<file path="config.mk">
export PLATFORM = sky130hd
export DESIGN_NAME = ap_tag_unit
export DESIGN_NICKNAME = d
export VERILOG_FILES = /design/src/rtl/ap_pkg.sv /design/src/rtl/ap_chunk_reduce.sv /design/src/rtl/ap_tag_unit.sv
export SDC_FILE = /design/constraint.sdc
export NUM_CORES = 1
export LEC_CHECK = 0
export CAP_MARGIN = 20
export CORE_AREA = 4 4 210 212
export CTS_CLUSTER_DIAMETER = 120
export DETAILED_ROUTE_END_ITERATION = 8
export DIE_AREA = 0 0 214 216
export SETUP_SLACK_MARGIN = 0.5
export SLEW_MARGIN = 15
export SYNTH_ARGS = -nofsm -noshare
export SYNTH_HDL_FRONTEND = slang
export SYNTH_SLANG_ARGS = --single-unit
</file>
<file path="constraint.sdc">
create_clock -name clk -period 7.53 [get_ports clk]
set_input_delay 1.506 -clock clk [delete_from_list [all_inputs] [get_ports clk]]
set_output_delay 1.506 -clock clk [all_outputs]
set_load 0.03 [all_outputs]
</file>
<file path="src/rtl/ap_pkg.sv">
// ap_pkg: shared definitions for the associative-processor tag stage.
//   ap_state_e    : tag-unit FSM states
//   PASS_*        : lookup-table pass codes driven to the cell_C columns
//   cnt_w / idx_w : width helpers for population counts and row indices
package ap_pkg;

  typedef enum logic [2:0] {
    IDLE,
    CMP,
    WRITE,
    CNT,
    DONE
  } ap_state_e;

  localparam logic [2:0] PASS_NONE = 3'd0;
  localparam logic [2:0] PASS_1    = 3'd1;
  localparam logic [2:0] PASS_2    = 3'd2;
  localparam logic [2:0] PASS_3    = 3'd3;
  localparam logic [2:0] PASS_4    = 3'd4;

  // Bits needed to hold a count of 0..n inclusive.
  function automatic int cnt_w(input int n);
    return $clog2(n + 1);
  endfunction

  // Bits needed to index n items; never below 1 so ports stay legal.
  function automatic int idx_w(input int n);
    return (n > 1) ? $clog2(n) : 1;
  endfunction

endpackage

</file>
<file path="src/rtl/ap_chunk_reduce.sv">
// ap_chunk_reduce: combinational reduction of one CHUNK-bit slice of the tag.
//   bits_i : slice of the tag
//   cnt_o  : number of set bits
//   idx_o  : lowest set bit position (0 when none set)
//   vld_o  : at least one bit set
module ap_chunk_reduce
  import ap_pkg::*;
#(
  parameter int CHUNK = 16
) (
  input  logic [CHUNK-1:0]        bits_i,
  output logic [cnt_w(CHUNK)-1:0] cnt_o,
  output logic [idx_w(CHUNK)-1:0] idx_o,
  output logic                    vld_o
);

  localparam int CW = cnt_w(CHUNK);
  localparam int IW = idx_w(CHUNK);

  // Scan high to low so the last hit written is the lowest index.
  always_comb begin
    cnt_o = '0;
    idx_o = '0;
    vld_o = 1'b0;
    for (int i = CHUNK - 1; i >= 0; i--) begin
      if (bits_i[i]) begin
        idx_o = IW'(i);
        vld_o = 1'b1;
      end
      cnt_o = cnt_o + CW'(bits_i[i]);
    end
  end

endmodule

</file>
<file path="src/rtl/ap_tag_unit.sv">
// ap_tag_unit: tag stage of the associative processor.
//   clk, rst_In : clock, async active-low reset
//   start       : begin compare/write/count pass (IDLE only); pass_in latched with it
//   tag_set_all : in IDLE, load tag with all-ones
//   tag_cell_in : NUM_COL match vectors, column k at [k*DATA_DEPTH +: DATA_DEPTH]
//   tag         : registered tag back to the columns
//   pass_out    : latched pass code during WRITE, else 0
//   write_en    : high during WRITE
//   busy        : high outside IDLE
//   done        : one-cycle pulse in DONE
//   match_cnt, first_vld, first_idx : reduction results, updated in DONE, held otherwise
module ap_tag_unit
  import ap_pkg::*;
#(
  parameter int DATA_DEPTH = 128,
  parameter int NUM_COL    = 3,
  parameter int CHUNK      = 16
) (
  input  logic                          clk,
  input  logic                          rst_In,
  input  logic                          start,
  input  logic [2:0]                    pass_in,
  input  logic                          tag_set_all,
  input  logic [NUM_COL*DATA_DEPTH-1:0] tag_cell_in,
  output logic [DATA_DEPTH-1:0]         tag,
  output logic [2:0]                    pass_out,
  output logic                          write_en,
  output logic                          busy,
  output logic                          done,
  output logic [cnt_w(DATA_DEPTH)-1:0]  match_cnt,
  output logic                          first_vld,
  output logic [idx_w(DATA_DEPTH)-1:0]  first_idx
);

  localparam int NUM_CHUNK = DATA_DEPTH / CHUNK;
  localparam int CNT_W     = cnt_w(DATA_DEPTH);
  localparam int IDX_W     = idx_w(DATA_DEPTH);
  localparam int CH_W      = idx_w(NUM_CHUNK);
  localparam int CC_W      = cnt_w(CHUNK);
  localparam int CI_W      = idx_w(CHUNK);

  ap_state_e              state_q, state_d;
  logic [DATA_DEPTH-1:0]  tag_q, tag_d;
  logic [2:0]             pass_q, pass_d;
  logic [2:0]             pass_out_q, pass_out_d;
  logic                   write_en_q, write_en_d;
  logic                   busy_q, busy_d;
  logic                   done_q, done_d;
  logic [CH_W-1:0]        chunk_q, chunk_d;
  logic [CNT_W-1:0]       acc_q, acc_d;
  logic                   fnd_q, fnd_d;
  logic [IDX_W-1:0]       fidx_q, fidx_d;
  logic [CNT_W-1:0]       match_cnt_q, match_cnt_d;
  logic                   first_vld_q, first_vld_d;
  logic [IDX_W-1:0]       first_idx_q, first_idx_d;

  // Column AND: a row is tagged only if every column matched it.
  logic [DATA_DEPTH-1:0] tag_and;
  always_comb begin
    tag_and = '1;
    for (int k = 0; k < NUM_COL; k++)
      tag_and = tag_and & tag_cell_in[k*DATA_DEPTH +: DATA_DEPTH];
  end

  // Single reducer, fed the chunk selected by the counter.
  logic [NUM_CHUNK-1:0][CHUNK-1:0] tag_chunks;
  logic [CC_W-1:0]                 chunk_cnt;
  logic [CI_W-1:0]                 chunk_idx;
  logic                            chunk_vld;

  assign tag_chunks = tag_q;

  ap_chunk_reduce #(.CHUNK(CHUNK)) u_reduce (
    .bits_i (tag_chunks[chunk_q]),
    .cnt_o  (chunk_cnt),
    .idx_o  (chunk_idx),
    .vld_o  (chunk_vld)
  );

  // Running totals including the chunk currently on the reducer.
  logic [CNT_W-1:0] sum_now;
  logic             hit_now;
  logic [IDX_W-1:0] idx_now;
  always_comb begin
    sum_now = acc_q + CNT_W'(chunk_cnt);
    hit_now = fnd_q | chunk_vld;
    idx_now = fnd_q ? fidx_q
                    : IDX_W'(chunk_q) * IDX_W'(CHUNK) + IDX_W'(chunk_idx);
  end

  always_comb begin
    state_d     = state_q;
    tag_d       = tag_q;
    pass_d      = pass_q;
    chunk_d     = chunk_q;
    acc_d       = acc_q;
    fnd_d       = fnd_q;
    fidx_d      = fidx_q;
    match_cnt_d = match_cnt_q;
    first_vld_d = first_vld_q;
    first_idx_d = first_idx_q;

    case (state_q)
      IDLE: begin
        if (start) begin
          state_d = CMP;
          pass_d  = pass_in;
        end else if (tag_set_all) begin
          tag_d = '1;
        end
      end
      CMP: begin
        tag_d   = tag_and;
        state_d = (pass_q == PASS_NONE) ? CNT : WRITE;
      end
      WRITE: state_d = CNT;
      CNT: begin
        acc_d   = sum_now;
        fnd_d   = hit_now;
        fidx_d  = idx_now;
        chunk_d = chunk_q + 1'b1;
        // Last chunk: publish final totals so they appear alongside done.
        if (chunk_q == CH_W'(NUM_CHUNK - 1)) begin
          state_d     = DONE;
          match_cnt_d = sum_now;
          first_vld_d = hit_now;
          first_idx_d = hit_now ? idx_now : '0;
        end
      end
      DONE:    state_d = IDLE;
      default: state_d = IDLE;
    endcase

    // Fresh accumulation on every entry to CNT.
    if (state_d == CNT && state_q != CNT) begin
      chunk_d = '0;
      acc_d   = '0;
      fnd_d   = 1'b0;
      fidx_d  = '0;
    end

    // Handshake outputs are registered versions of the next state.
    write_en_d = (state_d == WRITE);
    pass_out_d = (state_d == WRITE) ? pass_d : PASS_NONE;
    busy_d     = (state_d != IDLE);
    done_d     = (state_d == DONE);
  end

  always_ff @(posedge clk or negedge rst_In) begin
    if (!rst_In) begin
      state_q     <= IDLE;
      tag_q       <= '0;
      pass_q      <= PASS_NONE;
      pass_out_q  <= PASS_NONE;
      write_en_q  <= 1'b0;
      busy_q      <= 1'b0;
      done_q      <= 1'b0;
      chunk_q     <= '0;
      acc_q       <= '0;
      fnd_q       <= 1'b0;
      fidx_q      <= '0;
      match_cnt_q <= '0;
      first_vld_q <= 1'b0;
      first_idx_q <= '0;
    end else begin
      state_q     <= state_d;
      tag_q       <= tag_d;
      pass_q      <= pass_d;
      pass_out_q  <= pass_out_d;
      write_en_q  <= write_en_d;
      busy_q      <= busy_d;
      done_q      <= done_d;
      chunk_q     <= chunk_d;
      acc_q       <= acc_d;
      fnd_q       <= fnd_d;
      fidx_q      <= fidx_d;
      match_cnt_q <= match_cnt_d;
      first_vld_q <= first_vld_d;
      first_idx_q <= first_idx_d;
    end
  end

  assign tag       = tag_q;
  assign pass_out  = pass_out_q;
  assign write_en  = write_en_q;
  assign busy      = busy_q;
  assign done      = done_q;
  assign match_cnt = match_cnt_q;
  assign first_vld = first_vld_q;
  assign first_idx = first_idx_q;

endmodule

</file>
# Yosys cells after proc, flatten, opt, wreduce, memory -nomap -nowiden
# Index checks and enable logic that the tools add are counted.
[totals] output_inout_bits=150 reg_bits=175 elab_cells=108 inputBits=391
[op_classes] addsub=18 n_bitwise=3 n_eq_ne=10 order_cmp=1 muxes=54 n_reduce_logical=8
[op_table] operator="bitwise AND 128 bit" n=2
[op_table] operator="two-way mux 128 bit" n=2
[op_table] operator="case mux 128 bit (2 select lines)" n=1
[op_table] operator="adder 5 x 1 -> 5 bit" n=14
[op_table] operator="two-way mux 4 bit" n=16
[op_table] operator="binary-select mux 16 bit (select 3 bit)" n=1
[op_table] operator="two-way mux 7 bit" n=4
[op_table] operator="two-way mux 3 bit" n=7
[op_table] operator="two-way mux 1 bit" n=19
[op_table] operator="two-way mux 16 bit" n=1
[op_table] operator="two-way mux 8 bit" n=2
[op_table] operator="equality test 3 x 2 -> 1 bit (second input constant)" n=4
[op_table] operator="case mux 3 bit (4 select lines)" n=1
[op_table] operator="adder 8 x 5 -> 8 bit" n=1
[op_table] operator="adder 7 x 4 -> 7 bit" n=1
[op_table] operator="equality test 3 bit (second input constant)" n=2
[op_table] operator="logical NOT 3 bit" n=2
[op_table] operator="less-than comparator 3 x 4 -> 1 bit (second input constant)" n=1
[op_table] operator="!= test 2 bit (second input constant)" n=2
[op_table] operator="nonzero test 2 bit" n=2
[op_table] operator="adder 3 x 1 -> 3 bit (second input constant)" n=1
[op_table] operator="equality test 3 x 1 -> 1 bit (second input constant)" n=1
[op_table] operator="!= test 3 x 2 -> 1 bit (second input constant)" n=1
[op_table] operator="AND reduction 3 bit" n=1
[op_table] operator="other kinds (5)" n=5

# Depth between registers and ports, before layout
[logic_depth] ltp_word=22 mapped_depth=24 depth_no_buf=21

# Cells and area by module
# A second synthesis with hierarchy kept.
[hier_totals] hier_cells=875 area_unflattened_um2=8869.8
[by_module_without_submodules] mod="ap_tag_unit" area_per_inst_um2=8311.7 cells_each=804 seq_area_each_um2=4379.2 n_inst=1
[by_module_without_submodules] mod="ap_chunk_reduce" area_per_inst_um2=558.0 cells_each=71 seq_area_each_um2=0.0 n_inst=1

# Least setup slack after synthesis
# No wires, ideal clock.
[synth_timing] kind="register -> register" start="register chunk_q[0]" end="register match_cnt_q[6], in the netlist match_cnt[6]" arrival_ns=6.188 n_path_buf=2 path_slack_ns=1.221 stages_incl_launch_ff=24 setup_ns=0.121 period_less_slack_ns=6.309 required_time_ns=7.409 cell_sequence="dfrtp_1 -> buf_2 -> buf_1 -> mux4_2 -> mux2i_1 -> ha_1 -> fa_1 -> fa_1 -> inv_1 -> fa_1 -> inv_1 -> fa_1 -> fa_1 -> inv_1 -> fa_1 -> inv_1 -> fa_1 -> a21o_1 -> a21oi_1 -> nor2b_1 -> o21ai_0 -> xor2_1 -> nor2_1 -> a22o_1"
[synth_via] elab_chain_len=18 word_cells_on_any_way=20 classes_between="add/sub (16); eq/ne (1); mux (2); reduce/logical (1)"
[synth_rtl] item="start, declared" line_no="ap_tag_unit.sv:49" source="logic [CH_W-1:0] chunk_q, chunk_d;"
[synth_rtl] item="start signal, assigned" line_no="ap_tag_unit.sv:173" source="chunk_q <= chunk_d;"
[synth_rtl] item="binary-select mux 16 bit (select 3 bit)" line_no="ap_tag_unit.sv:74" source=".bits_i (tag_chunks[chunk_q]),"
[synth_rtl] item="two-way mux 16 bit (implied by the code)" line_no="ap_tag_unit.sv:74"
[synth_rtl] item="adder 1 x 1 -> 2 bit" line_no="ap_chunk_reduce.sv:30" source="cnt_o = cnt_o + CW'(bits_i[i]);"
[synth_rtl] item="adder 5 x 1 -> 5 bit (14 in a row)" line_no="ap_chunk_reduce.sv:30"
[synth_rtl] item="adder 8 x 5 -> 8 bit" line_no="ap_tag_unit.sv:85" source="sum_now = acc_q + CNT_W'(chunk_cnt);"
[synth_rtl] item="end signal, assigned" line_no="ap_tag_unit.sv:177" source="match_cnt_q <= match_cnt_d;"
[synth_rtl] item="end, declared" line_no="ap_tag_unit.sv:53" source="logic [CNT_W-1:0] match_cnt_q, match_cnt_d;"
# Several ways; a longest one is shown, not always the timed one. The select of a mux whose other input is x is not followed.
# A chain may end at the register's enable or synchronous reset.

# Worst setup path after layout
# Same ends and word-level chain as after synthesis.

==> results.cfg <==
[outcome]
status = complete, no violations

[drt]
wl_per_cell_microns = 22.2
route.detailed.drc = 0
drt-total-wl_mm = 42.8
vias_per_cell = 4.55
vias = 8747
drtIter0Drc = 382
firstDrtPassIters = 5
ant_nets = 0

[layout]
layout-drive-gt1-share_pct = 6.58
finalInstanceArea_sq_um = 15300
fin_nets = 1786
area_growth_pct = 74.7
fillers = 4168

[synthesis]
synth-edff-count = 0
avgSynthCellArea_sq_um = 10.3
synthAdderAreaFrac_pct = 4.66
synthMuxAreaShare_pct = 12.0
seq_area_frac_synth_pct = 50.0
synth.net_count = 1264
synthFlopType = dfrtp_1
synthXorXnorAreaFrac_pct = 0.800
yosysWarnings = 0
synth_compound_area_share_pct = 12.5
yosysUniqueCellTypes = 51
syn_inst = 847
synth_top_family_by_area = simple AND/OR/NAND/NOR gates
synthSimpleGateAreaFrac_pct = 16.3
ys_ff_latch = 175
synthArstFlopShare_pct = 100
netlist_area_sq_um = 8760

[clocking]
post_cts_resized = 0
cts-htree-levels = 4
clockRootBuffer = clkbuf_16
cts_tree = built
hold_buffers = 0
cts_setup_buffers = 0
clockBufferDepth = 2
numCtsBuffers = 17
path_clk_slew_ns = 0.07
cts.sinks = 175
worstSkewPairLatency_ns = 0.43

[die]
die_w_microns = 214
io-pin-count = 541
die_y_microns = 216
num_rows = 75
initial_core_util_pct = 20.9
die_area_sq_um = 46200
core_sq_um = 41900

[global_routing]
grt_max_degree = 118
overflow = 0
grt_antenna_before_repair = 4
grt_pass1_wl_mm = 62.3
grt_usage_pct = 18.0
first_global_vias = 9532

[sta]
final.min_clock_period_ns = 6.45
finalWorstSetupSlack_ns = 1.08
finalSetupViolCount = 0
skew_ns = 0.0109
slew_violations = 0
fmaxAchievable_ghz = 0.155
finalHoldViolations = 0
rsz0062_at_grt = no
worstMarginPinSlew_ns = 1.14
slew_headroom_pct = 24.2
period_share_pct = 85.6
setup_tns_ns = 0

[hold_path]
hold_class = flip-flop to flip-flop

[placed_design]
dpl_cell_area_sq_um = 14700
port_buffers = 540
dp_hpwl_mm = 34.9
dp_slack_ns = 1.02
gp_congestion = 0.898

[setup_path]
cp_max_fo = 15
cp.arrival_ns = 6.77
start_kind = flip-flop
crit_type = flip-flop to flip-flop
crit_path_end_kind = flip-flop
worstPathRequired_ns = 7.86

[job]
maxCapViolCount = 0
[cells in the final DEF (no fill, tap or decap), types with 11 or more instances in the layout]
| cell | n |
|---|---|
| clkbuf_16 | 17 |
| nand2_1 | 26 |
| o21ai_0 | 14 |
| nor2_1 | 135 |
| a21oi_1 | 134 |
| fa_1 | 11 |
| a22o_1 | 13 |
| clkdlybuf4s50_1 | 539 |
| dfrtp_1 | 172 |
| inv_1 | 23 |
| mux4_2 | 26 |
| buf_4 | 11 |
| ha_1 | 15 |
| nand3_1 | 131 |
[synth_stat cells (all sizes together), types with 7 or more instances]
library cell | n | area (sq um)
nand3 | 131 | 656
dfrtp | 175 | 4380
nand2 | 27 | 104
mux2i | 14 | 155
inv | 23 | 86.3
fa | 11 | 220
a22o | 13 | 114
mux2 | 9 | 101
clkbuf | 37 | 143
o21ai | 15 | 78.8
o31ai | 7 | 52.6
mux4 | 34 | 796
buf | 11 | 93.8
a21oi | 134 | 671
nor2 | 136 | 513
ha | 15 | 188
a21o | 7 | 52.6
[state kept, by name (all words and copies together), names as in the netlist]
signal / count
busy: 1
first_idx: 7
write_en: 1
fidx_q: 7
fnd_q: 1
state_q: 3
first_vld: 1
pass_q: 3
pass_out: 3
tag: 128
chunk_q: 3
acc_q: 8
match_cnt: 8
done: 1
[area by class of cell]
class / count / area [sq um] / area share (%)
inverters: 23 / 86.3 / 0.564
flip-flops and latches: 175 / 4380 / 28.7
well taps: 539 / 674 / 4.41
diodes: 3 / 7.51 / 0.0491
clock buffers: 24 / 482 / 3.15
clock inverters: 8 / 106 / 0.695
multi-input cells: 601 / 4070 / 26.6
repair buffers: 551 / 5490 / 35.9
[kinds of logic (layout without fill, tap and decap cells)]
group | after synthesis | after routing
AO/OA/AOI/OAI | 193 | 193
XOR/XNOR | 8 | 8
AND/OR/NAND/NOR | 317 | 317
adder cells (fa/ha/maj) | 26 | 26
other | 0 | 3
buffers and inverters | 71 | 606
flip-flops | 175 | 175
multiplexers | 57 | 57
[stage by stage]
stage	hold slack (ns)	std cells	util [%]
floorplan	0.449	847	-
global placement	0.465	1889	35.0
detailed placement	0.469	1889	35.0
CTS	0.484	1921	36.5
global route	0.517	1924	36.5
finish	0.482	1924	36.5
[routing by layer]
metal | up-vias | track usage (%) | share of wire, %
met4 | 2 | 5.49 | 2.2
met2 | 311 | 31.9 | 52
li1 | 4096 | - | -
met5 | - | 0 | 0.042
met3 | 34 | 4.78 | 5.4
met1 | 4304 | 21.4 | 40
[worst paths after layout]
kind,startpoint,endpoint,slack (ns),cells after the start
min reg2reg,match_cnt[4],match_cnt[4],0.48,2
min,match_cnt[4],match_cnt[4],0.48,2
max reg2reg,chunk_q[0],match_cnt[6],1.08,21
min in group asynchronous,rst_In,pass_out[0],1.20,1
max,chunk_q[0],match_cnt[6],1.08,21
max in group asynchronous,rst_In,chunk_q[0],4.91,2
[critical path, stage by stage (launching register included)]
cell and delay (ns):
dfrtp_2 0.68, mux4_2 0.57, mux2i_1 0.41, ha_1 0.34
fa_1 0.45, fa_1 0.49, inv_1 0.05, fa_1 0.49
inv_1 0.05, fa_1 0.50, fa_1 0.19, inv_1 0.06
fa_1 0.53, inv_1 0.07, fa_1 0.40, a21o_1 0.18
a21oi_1 0.21, nor2b_1 0.07, o21ai_0 0.19, xor2_1 0.16
nor2_1 0.07, a22o_1 0.18
Power is left out: the tool's default activity adds up to more than one toggle a clock period on the data nets, which glitch-free logic cannot reach.
